File: src/rtl/rv32i_pkg.sv
`default_nettype none
// ============================================================================
//  Module      : rv32i_pkg
//  Description : Shared RV32I load/store encodings, LSU state type and
//                legality/alignment helpers.
//  Revision    : 1.0 - initial release
// ============================================================================
package rv32i_pkg;

    localparam int XLEN   = 32;
    localparam int STRB_W = XLEN / 8;

    // funct3 width/sign codes shared by loads and stores
    localparam logic [2:0] F3_B  = 3'b000;
    localparam logic [2:0] F3_H  = 3'b001;
    localparam logic [2:0] F3_W  = 3'b010;
    localparam logic [2:0] F3_BU = 3'b100;
    localparam logic [2:0] F3_HU = 3'b101;

    typedef enum logic [1:0] {
        LSU_IDLE = 2'd0,
        LSU_BUS  = 2'd1,
        LSU_DONE = 2'd2
    } lsu_state_t;

    // Stores only have signed-less B/H/W; loads add the unsigned B/H variants.
    function automatic logic f3_legal(input logic [2:0] f3, input logic is_store);
        logic ok;
        ok = (f3 == F3_B) || (f3 == F3_H) || (f3 == F3_W);
        if (!is_store) begin
            ok = ok || (f3 == F3_BU) || (f3 == F3_HU);
        end
        return ok;
    endfunction

    // funct3[1:0] encodes the access size: 00 byte, 01 half, 10 word.
    function automatic logic f3_aligned(input logic [2:0] f3, input logic [1:0] off);
        logic ok;
        case (f3[1:0])
            2'b01:   ok = ~off[0];
            2'b10:   ok = (off == 2'b00);
            default: ok = 1'b1;
        endcase
        return ok;
    endfunction

endpackage
`default_nettype wire

File: src/rtl/lsu_load_format.sv
`default_nettype none
// ============================================================================
//  Module      : lsu_load_format
//  Description : Extracts the addressed byte/half from a bus read word and
//                sign- or zero-extends it to 32 bits.
//  Revision    : 1.0 - initial release
// ============================================================================
module lsu_load_format
    import rv32i_pkg::*;
(
    input  logic [XLEN-1:0] bus_rdata,
    input  logic [2:0]      funct3,
    input  logic [1:0]      addr_lo,
    output logic [XLEN-1:0] load_data
);

    logic [7:0]  byte_sel;
    logic [15:0] half_sel;

    // Lane select followed by width/sign extension
    always_comb begin
        case (addr_lo)
            2'd0:    byte_sel = bus_rdata[7:0];
            2'd1:    byte_sel = bus_rdata[15:8];
            2'd2:    byte_sel = bus_rdata[23:16];
            default: byte_sel = bus_rdata[31:24];
        endcase
        half_sel = addr_lo[1] ? bus_rdata[31:16] : bus_rdata[15:0];

        case (funct3)
            F3_B:    load_data = {{24{byte_sel[7]}}, byte_sel};
            F3_BU:   load_data = {24'd0, byte_sel};
            F3_H:    load_data = {{16{half_sel[15]}}, half_sel};
            F3_HU:   load_data = {16'd0, half_sel};
            F3_W:    load_data = bus_rdata;
            default: load_data = '0;
        endcase
    end

endmodule
`default_nettype wire

File: src/rtl/load_store_unit.sv
`default_nettype none
// ============================================================================
//  Module      : load_store_unit
//  Description : RV32I data-memory access unit. Issues one valid/ready bus
//                transaction per load/store, stalls the core while it is
//                outstanding, and formats load data for writeback.
//  Revision    : 1.0 - initial release
// ============================================================================
module load_store_unit
    import rv32i_pkg::*;
#(
    parameter int TIMEOUT_CYCLES = 16,
    parameter int CNT_W          = 5
) (
    input  logic              clk,
    input  logic              rst_n,
    input  logic              mem_read,
    input  logic              mem_write,
    input  logic [2:0]        funct3,
    input  logic [XLEN-1:0]   address,
    input  logic [XLEN-1:0]   write_data,
    output logic [XLEN-1:0]   read_data,
    output logic              stall,
    output logic              lsu_exception,
    output logic              bus_error,
    output logic              bus_req,
    output logic              bus_we,
    output logic [XLEN-1:0]   bus_addr,
    output logic [XLEN-1:0]   bus_wdata,
    output logic [STRB_W-1:0] bus_wstrb,
    input  logic              bus_ready,
    input  logic [XLEN-1:0]   bus_rdata
);

    // Counter value seen in the last permitted BUS cycle: the counter starts
    // at 0 in the first BUS cycle, so TIMEOUT_CYCLES BUS cycles end here.
    localparam logic [CNT_W-1:0] C_TIMEOUT_LAST = CNT_W'(TIMEOUT_CYCLES - 1);

    lsu_state_t        state_q, state_d;
    logic [CNT_W-1:0]  cnt_q, cnt_d;
    logic [XLEN-1:0]   read_data_q, read_data_d;
    logic              bus_req_q, bus_req_d;
    logic              bus_we_q, bus_we_d;
    logic [XLEN-1:0]   bus_addr_q, bus_addr_d;
    logic [XLEN-1:0]   bus_wdata_q, bus_wdata_d;
    logic [STRB_W-1:0] bus_wstrb_q, bus_wstrb_d;
    logic              bus_error_q, bus_error_d;
    logic [2:0]        fmt_f3_q, fmt_f3_d;
    logic [1:0]        fmt_off_q, fmt_off_d;

    logic              req;
    logic              legal;
    logic [XLEN-1:0]   lane_wdata;
    logic [STRB_W-1:0] lane_wstrb;
    logic [XLEN-1:0]   fmt_data;

    lsu_load_format u_load_format (
        .bus_rdata (bus_rdata),
        .funct3    (fmt_f3_q),
        .addr_lo   (fmt_off_q),
        .load_data (fmt_data)
    );

    // Request decode: legality check and store lane replication/byte enables
    always_comb begin
        req   = mem_read | mem_write;
        // mem_write selects store legality, so a store wins when both are set
        legal = f3_legal(funct3, mem_write) && f3_aligned(funct3, address[1:0]);
        case (funct3)
            F3_B: begin
                lane_wdata = {4{write_data[7:0]}};
                lane_wstrb = 4'b0001 << address[1:0];
            end
            F3_H: begin
                lane_wdata = {2{write_data[15:0]}};
                lane_wstrb = 4'b0011 << address[1:0];
            end
            default: begin
                lane_wdata = write_data;
                lane_wstrb = 4'b1111;
            end
        endcase
        if (!mem_write) begin
            lane_wstrb = 4'b0000;
        end
    end

    // Next-state, stall and exception logic of the IDLE/BUS/DONE sequencer
    always_comb begin
        state_d       = state_q;
        cnt_d         = cnt_q;
        read_data_d   = read_data_q;
        bus_req_d     = bus_req_q;
        bus_we_d      = bus_we_q;
        bus_addr_d    = bus_addr_q;
        bus_wdata_d   = bus_wdata_q;
        bus_wstrb_d   = bus_wstrb_q;
        bus_error_d   = 1'b0;
        fmt_f3_d      = fmt_f3_q;
        fmt_off_d     = fmt_off_q;
        stall         = 1'b0;
        lsu_exception = 1'b0;

        case (state_q)
            LSU_IDLE: begin
                if (req) begin
                    if (!legal) begin
                        // Trap immediately; the core must not wait on the bus
                        lsu_exception = rst_n;
                        read_data_d   = '0;
                    end else begin
                        stall       = 1'b1;
                        bus_req_d   = 1'b1;
                        bus_we_d    = mem_write;
                        bus_addr_d  = {address[31:2], 2'b00};
                        bus_wdata_d = lane_wdata;
                        bus_wstrb_d = lane_wstrb;
                        fmt_f3_d    = funct3;
                        fmt_off_d   = address[1:0];
                        cnt_d       = '0;
                        state_d     = LSU_BUS;
                    end
                end
            end
            LSU_BUS: begin
                stall = 1'b1;
                if (bus_ready) begin
                    if (!bus_we_q) begin
                        read_data_d = fmt_data;
                    end
                    bus_req_d = 1'b0;
                    cnt_d     = '0;
                    state_d   = LSU_DONE;
                end else if (cnt_q == C_TIMEOUT_LAST) begin
                    bus_req_d   = 1'b0;
                    read_data_d = '0;
                    bus_error_d = 1'b1;
                    cnt_d       = '0;
                    state_d     = LSU_DONE;
                end else begin
                    cnt_d = cnt_q + 1'b1;
                end
            end
            LSU_DONE: begin
                // Retire cycle; inputs still show the same instruction, so
                // they are deliberately not looked at here.
                state_d = LSU_IDLE;
            end
            default: begin
                state_d = LSU_IDLE;
            end
        endcase
    end

    // State and bus-side registers with synchronous active-low reset
    always_ff @(posedge clk) begin
        if (!rst_n) begin
            state_q     <= LSU_IDLE;
            cnt_q       <= '0;
            read_data_q <= '0;
            bus_req_q   <= 1'b0;
            bus_we_q    <= 1'b0;
            bus_addr_q  <= '0;
            bus_wdata_q <= '0;
            bus_wstrb_q <= '0;
            bus_error_q <= 1'b0;
            fmt_f3_q    <= '0;
            fmt_off_q   <= '0;
        end else begin
            state_q     <= state_d;
            cnt_q       <= cnt_d;
            read_data_q <= read_data_d;
            bus_req_q   <= bus_req_d;
            bus_we_q    <= bus_we_d;
            bus_addr_q  <= bus_addr_d;
            bus_wdata_q <= bus_wdata_d;
            bus_wstrb_q <= bus_wstrb_d;
            bus_error_q <= bus_error_d;
            fmt_f3_q    <= fmt_f3_d;
            fmt_off_q   <= fmt_off_d;
        end
    end

    assign read_data = read_data_q;
    assign bus_error = bus_error_q;
    assign bus_req   = bus_req_q;
    assign bus_we    = bus_we_q;
    assign bus_addr  = bus_addr_q;
    assign bus_wdata = bus_wdata_q;
    assign bus_wstrb = bus_wstrb_q;

endmodule
`default_nettype wire

File: config.mk
export PLATFORM = sky130hd
export DESIGN_NAME = load_store_unit
export DESIGN_NICKNAME = d
export VERILOG_FILES = /design/src/rtl/rv32i_pkg.sv /design/src/rtl/lsu_load_format.sv /design/src/rtl/load_store_unit.sv
export SDC_FILE = /design/constraint.sdc
export NUM_CORES = 1
export LEC_CHECK = 0
export CORE_ASPECT_RATIO = 0.9
export CORE_UTILIZATION = 44
export DETAILED_ROUTE_END_ITERATION = 8
export PLACE_DENSITY = 0.81
export SLEW_MARGIN = 25
export SYNTH_ARGS = -nofsm -noshare
export SYNTH_HDL_FRONTEND = slang
export SYNTH_SLANG_ARGS = --single-unit
File: constraint.sdc
create_clock -name clk -period 2.1 [get_ports clk]
set_clock_uncertainty 0.1 [all_clocks]
set_input_delay 0.21 -clock clk [delete_from_list [all_inputs] [get_ports clk]]
set_output_delay 0.21 -clock clk [all_outputs]
set_load 0.05 [all_outputs]
## Word level (Yosys, flattened, before mapping)

Index checks and enable logic that the tools add are counted.

| word-level totals | value |
|---|---|
| bits in registers | 113 |
| output and inout bits | 105 |
| input bits | 104 |
| word-level logic and storage cells | 90 |

| cells by class | value |
|---|---|
| muxes and demuxes | 36 |
| $add $sub $neg | 1 |
| reductions and logical operators | 17 |
| eq/ne operators | 19 |
| shift-type cells | 2 |
| bitwise logic cells | 4 |

Operator list:

| kind | number |
|---|---|
| $mux W32 | 5 |
| $pmux W32 S5 | 1 |
| $pmux W32 S2 | 2 |
| $pmux W8 S3 | 1 |
| $mux W5 | 4 |
| $mux W16 | 1 |
| $eq A3 B3 Y1 const B | 4 |
| $mux W1 | 11 |
| $pmux W5 S2 | 1 |
| $reduce_and A3 Y1 | 3 |
| $mux W2 | 4 |
| $pmux W4 S2 | 1 |
| $eq A2 B1 Y1 const B | 3 |
| $eq A3 B1 Y1 const B | 2 |
| $eq A3 B2 Y1 const B | 2 |
| $logic_not A2 Y1 | 3 |
| $logic_not A3 Y1 | 2 |
| $ne A2 B2 Y1 const B | 3 |
| $ne A3 B3 Y1 const B | 2 |
| $pmux W1 S2 | 3 |
| $add A5 B1 Y5 const B | 1 |
| $eq A5 B4 Y1 const B | 1 |
| $reduce_and A5 Y1 | 1 |
| $eq A2 B2 Y1 const B | 2 |
| other kinds (11) | 16 |

## Logic depth before layout (Yosys ltp)

| depth | value |
|---|---|
| depth after elaboration | 10 |
| gate-level depth with buffers | 10 |
| depth with buffers taken out | 8 |

## Cells and area by module

A second synthesis with hierarchy kept.

| unflattened totals | value |
|---|---|
| cells, all modules | 681 |
| area total of the unflattened synthesis | 5632.9 um^2 |

By module, submodules not included:

| module | instances | area each (um^2) | cells each | sequential area each (um^2) |
|---|---|---|---|---|
| load_store_unit | 1 | 4561.9 | 547 | 2262.2 |
| lsu_load_format | 1 | 1071.0 | 134 | 0.0 |

## Worst setup path after synthesis

Ideal clock, no wire load.

| timing | value |
|---|---|
| path kind | input-to-output |
| start | in funct3[0] |
| end | out lsu_exception |
| cell stages on the path | 6 |
| required time | 1.790 ns |
| buffers on the path | 1 |
| setup slack | -1.622 ns |
| data arrival time | 3.412 ns |
| cells stage by stage | inv_1 ha_1 buf_2 nor2_1 o22ai_4 a2111oi_0 |

| on the way | value |
|---|---|
| cells in the longest elaborated chain, start to end | 10 |
| elaborated cells between the ends (all ways) | 17 |
| those cells by class | eq/ne (6); mux (5); reduce/logical (6) |

Ends and longest elaborated chain:

| what | RTL line | RTL |
|---|---|---|
| from (decl) | load_store_unit.sv:19 | `input logic [2:0] funct3,` |
| $eq A3 B1 Y1 / $logic_not A3 Y1 (equally long branches) | rv32i_pkg.sv:29 | `ok = (f3 == F3_B) \|\| (f3 == F3_H) \|\| (f3 == F3_W);` |
| $logic_or A1 B1 Y1 (2 in a row) | rv32i_pkg.sv:29 |  |
| $logic_or A1 B1 Y1 (2 in a row) | rv32i_pkg.sv:31 | `ok = ok \|\| (f3 == F3_BU) \|\| (f3 == F3_HU);` |
| $mux W1 | rv32i_pkg.sv:30 | `if (!is_store) begin` |
| $logic_and A1 B1 Y1 * | load_store_unit.sv:68 | `legal = f3_legal(funct3, mem_write) && f3_aligned(funct3, address[1:0]);` |
| $mux W1 * | load_store_unit.sv:107 | `if (!legal) begin` |
| $mux W1 * | load_store_unit.sv:106 | `if (req) begin` |
| $mux W1 * | load_store_unit.sv:104 | `case (state_q)` |
| to (decl) | load_store_unit.sv:24 | `output logic lsu_exception,` |

Mark *: on every way between the ends. The rest lies on a longest branch, timed or not.

## Worst setup path in the final report

| timing | value |
|---|---|
| start | in funct3[1] |
| end | out lsu_exception |

The elaborated chain is that of the path after synthesis.

==> flow_summary.toml <==
[critical_path]
reg2reg_depth = 7
regToRegStartpoint = "cnt_q[0]$_SDFFE_PN0P_"
r2r-end = "read_data[19]$_SDFFE_PN0P_"
endpoint_kind = "output port"
cp_slowest_stage_delay_ns = 0.43
worst_ep_required_time_ns = 1.79
cp.arrival_ns = 1.72
crit_path_start_kind = "primary input"
cp_cell_sequence = "clkdlybuf4s15_2 -> buf_6 -> ha_2 -> a221o_2 -> a2111oi_4 -> buf_12"
slowest_stage = "a221o_2"
timing.reg2reg.setup_slack_ns = 0.09
crit_type = "in -> out"
path_max_fanout = 5

[sta]
setup_viol = 0
min_period_ns = 2.03
slew_viol_final = 0
fmax_mhz = 492
finalHoldViolCount = 0
rsz0062_at_grt = "no"
slew_headroom_pct = 59.0
whs_ns = 0.0756
tns_ns = 0
fin_crit_sh_pct = 96.8
worstMarginPinSlew_ns = 0.612

[pwr]
ir_drop_mv = 0.759
powerDensity_nw_per_um2 = 842
leakage_nw = 3.04
p_total_mw = 6.97

[placed_design]
gp_congestion = 0.971
dpl.hpwl_um = 12600
io_buffers = 206
placedCellCount = 934

[grt]
grt_max_degree = 109
grt.total_usage_pct = 29.9
grt_overflow = 0
grt_pass1_wl_um = 28000
grt_antenna_before_repair = 0
grt_pass1_vias = 5468

[layout]
regArea_um2 = 2260
multiInputGateArea_um2 = 2620
syn_to_final_growth_pct = 59.2
fin_nets = 907
fillers = 841
post_route_cells_drive_above_1_share_pct = 14.4
mostFrequentLayoutCells = "clkdlybuf4s50_1, dfxtp_1, nand2_1, o21ai_0, nand3_1"
layout.cells.non_filler = 968
antenna_cells = 0
utilization_pct = 72.1
final_common_cell = "clkdlybuf4s50_1"

[hold_path]
holdPathStages = 3
min-delay-start = "rst_n"
hold_class = "in -> reg"
hold-path-endpoint = "cnt_q[4]$_SDFFE_PN0P_"

[cts]
clock_latency_ns = 0.42
cts_sinks = 113
numCtsBuffers = 17
tritoncts = "built"
cts_root_buf = "clkbuf_16"
h-tree-depth = 4
clockBufferDepth = 2
clk_pin_slew_ns = 0.05

[routing]
viasPerCell = 5.68
drt-initial-drc-count = 478
ant_nets = 0
drc = 0
wire_per_inst_um = 18.5
routed_wl_um = 18000
drtPass1Iterations = 5
num_vias = 5495

[synthesis]
syn_inst = 582
yosys-top-cells-area = "dfxtp_1, o21ai_0, nand3_1, nand2_1, mux2i_1"
synth.distinct_cells = 53
synth_edf_count = 0
synth_seq_cells = 113
synth_top_area_cell = "dfxtp_1"
ys_async_sr_fraction_pct = 0
synth_flop_cell = "dfxtp_1"
yosys_warnings = 0
yosysTopAreaCellShare_pct = 43.5
synthesis.area_um2 = 5200
avgSynthCellArea_um2 = 8.93
synth-seq-area-share_pct = 43.5

[die]
num_rows = 37
dieArea_um2 = 12300
coreArea_um2 = 11500
die_h_um = 105
ioPinCount = 209
initial_core_util_pct = 45.3
die_w_um = 117

[outcome]
status = "completed"

[flow_run]
drv_cap = 0
==> power by group <==
group	switching (mW)	leakage (nW)	internal [mW]
Combinational	0.915	1.82	0.628
Sequential	0.0728	0.918	2.25
Clock	1.04	0.308	2.05
==> metal layers <==
metal / wire [um] / global-route usage (%) / up-vias / part of all wire (%)
met5: 0 / 0 / - / 0
met4: 495 / 12.3 / 0 / 2.8
met3: 1280 / 8.70 / 53 / 7.1
met2: 9030 / 50.5 / 254 / 50
met1: 7140 / 35.1 / 2616 / 40
li1: - / - / 2572 / -
==> state kept, by name, indices dropped and copies added, names as in the netlist <==
name / flops
read_data: 32
cnt_q: 5
bus_req: 1
bus_wstrb: 4
bus_wdata: 32
state_q: 2
fmt_off_q: 2
fmt_f3_q: 3
bus_we: 1
bus_addr: 30
bus_error: 1
==> cell families after synthesis <==
group                    after synthesis  share of synthesized area, %
flip-flops                           113                          43.5
AO/OA/AOI/OAI                        199                          27.8
buffers and inverters                 70                          7.12
AND/OR/NAND/NOR                      171                          15.6
multiplexers                          24                          4.91
adder cells (fa/ha/maj)                4                         0.963
other                                  1                        0.0721
==> worst max-delay path by stage <==
| stage | start | to | slack [ns] | depth (start not counted) |
|---|---|---|---|---|
| 2_1_floorplan | funct3[0] | lsu_exception | 0.1 | 6 |
| 3_3_place_gp | funct3[0] | stall | -0.39 | 9 |
| 3_5_place_dp | funct3[0] | cnt_q[0]$_SDFFE_PN0P_ | -0.47 | 10 |
| 4_1_cts | funct3[1] | lsu_exception | 0.01 | 7 |
| 5_1_grt | funct3[1] | stall | 0.008 | 8 |
| 6_report | funct3[1] | lsu_exception | 0.07 | 6 |
==> cell usage after synthesis, types with 2 or more instances <==
library cell	instances
inv_1	13
o2bb2ai_1	22
o211ai_1	17
dfxtp_1	113
a221oi_1	17
buf_1	7
nor2_1	18
nor3_1	2
o21ai_0	64
or2_1	2
inv_2	2
buf_4	10
nand2_1	69
o2bb2ai_2	10
a221o_1	9
mux2i_1	21
a32o_1	4
ha_1	4
a21oi_1	30
buf_6	8
nand3_1	56
buf_2	8
a211oi_1	8
clkbuf_1	21
o21ai_1	8
mux2_2	2
nand2b_1	6
nor2b_1	4
and3_1	3
==> repair_timing <==
item	4_1_cts	5_1_grt
hold buffers	0	0
setup buffers	3	0
endpoints found under the setup margin	26	26
pin swaps	3	2
resized for setup	17	3
==> worst max-delay path, delay by kind of cell <==
| kind | cells | cell delay (ns) |
|---|---|---|
| fa+ha+maj | 1 | 0.17 |
| compound gates | 2 | 0.80 |
| buf+inv | 3 | 0.54 |
==> layout make-up <==
type                            instances  share of cell area, %
Timing Repair Buffer                  251                   30.2
Inverter                               16                  0.726
Sequential cell                       113                   27.3
Multi-Input combinational cell        400                   31.7
Clock inverter                          8                   1.50
Tap cell                              156                   2.36
Clock buffer                           24                   6.18
==> metrics by stage <==
| step | setup WS, ns | area, um2 |
|---|---|---|
| finish | 0.0664 | 8280 |
| detailed placement | -0.467 | 7600 |
| floorplan | 0.0993 | 5220 |
| global route | 0.00839 | 8280 |
| global placement | -0.392 | 7600 |
| CTS | 0.0144 | 8270 |
(Power assumes the default switching activity.)
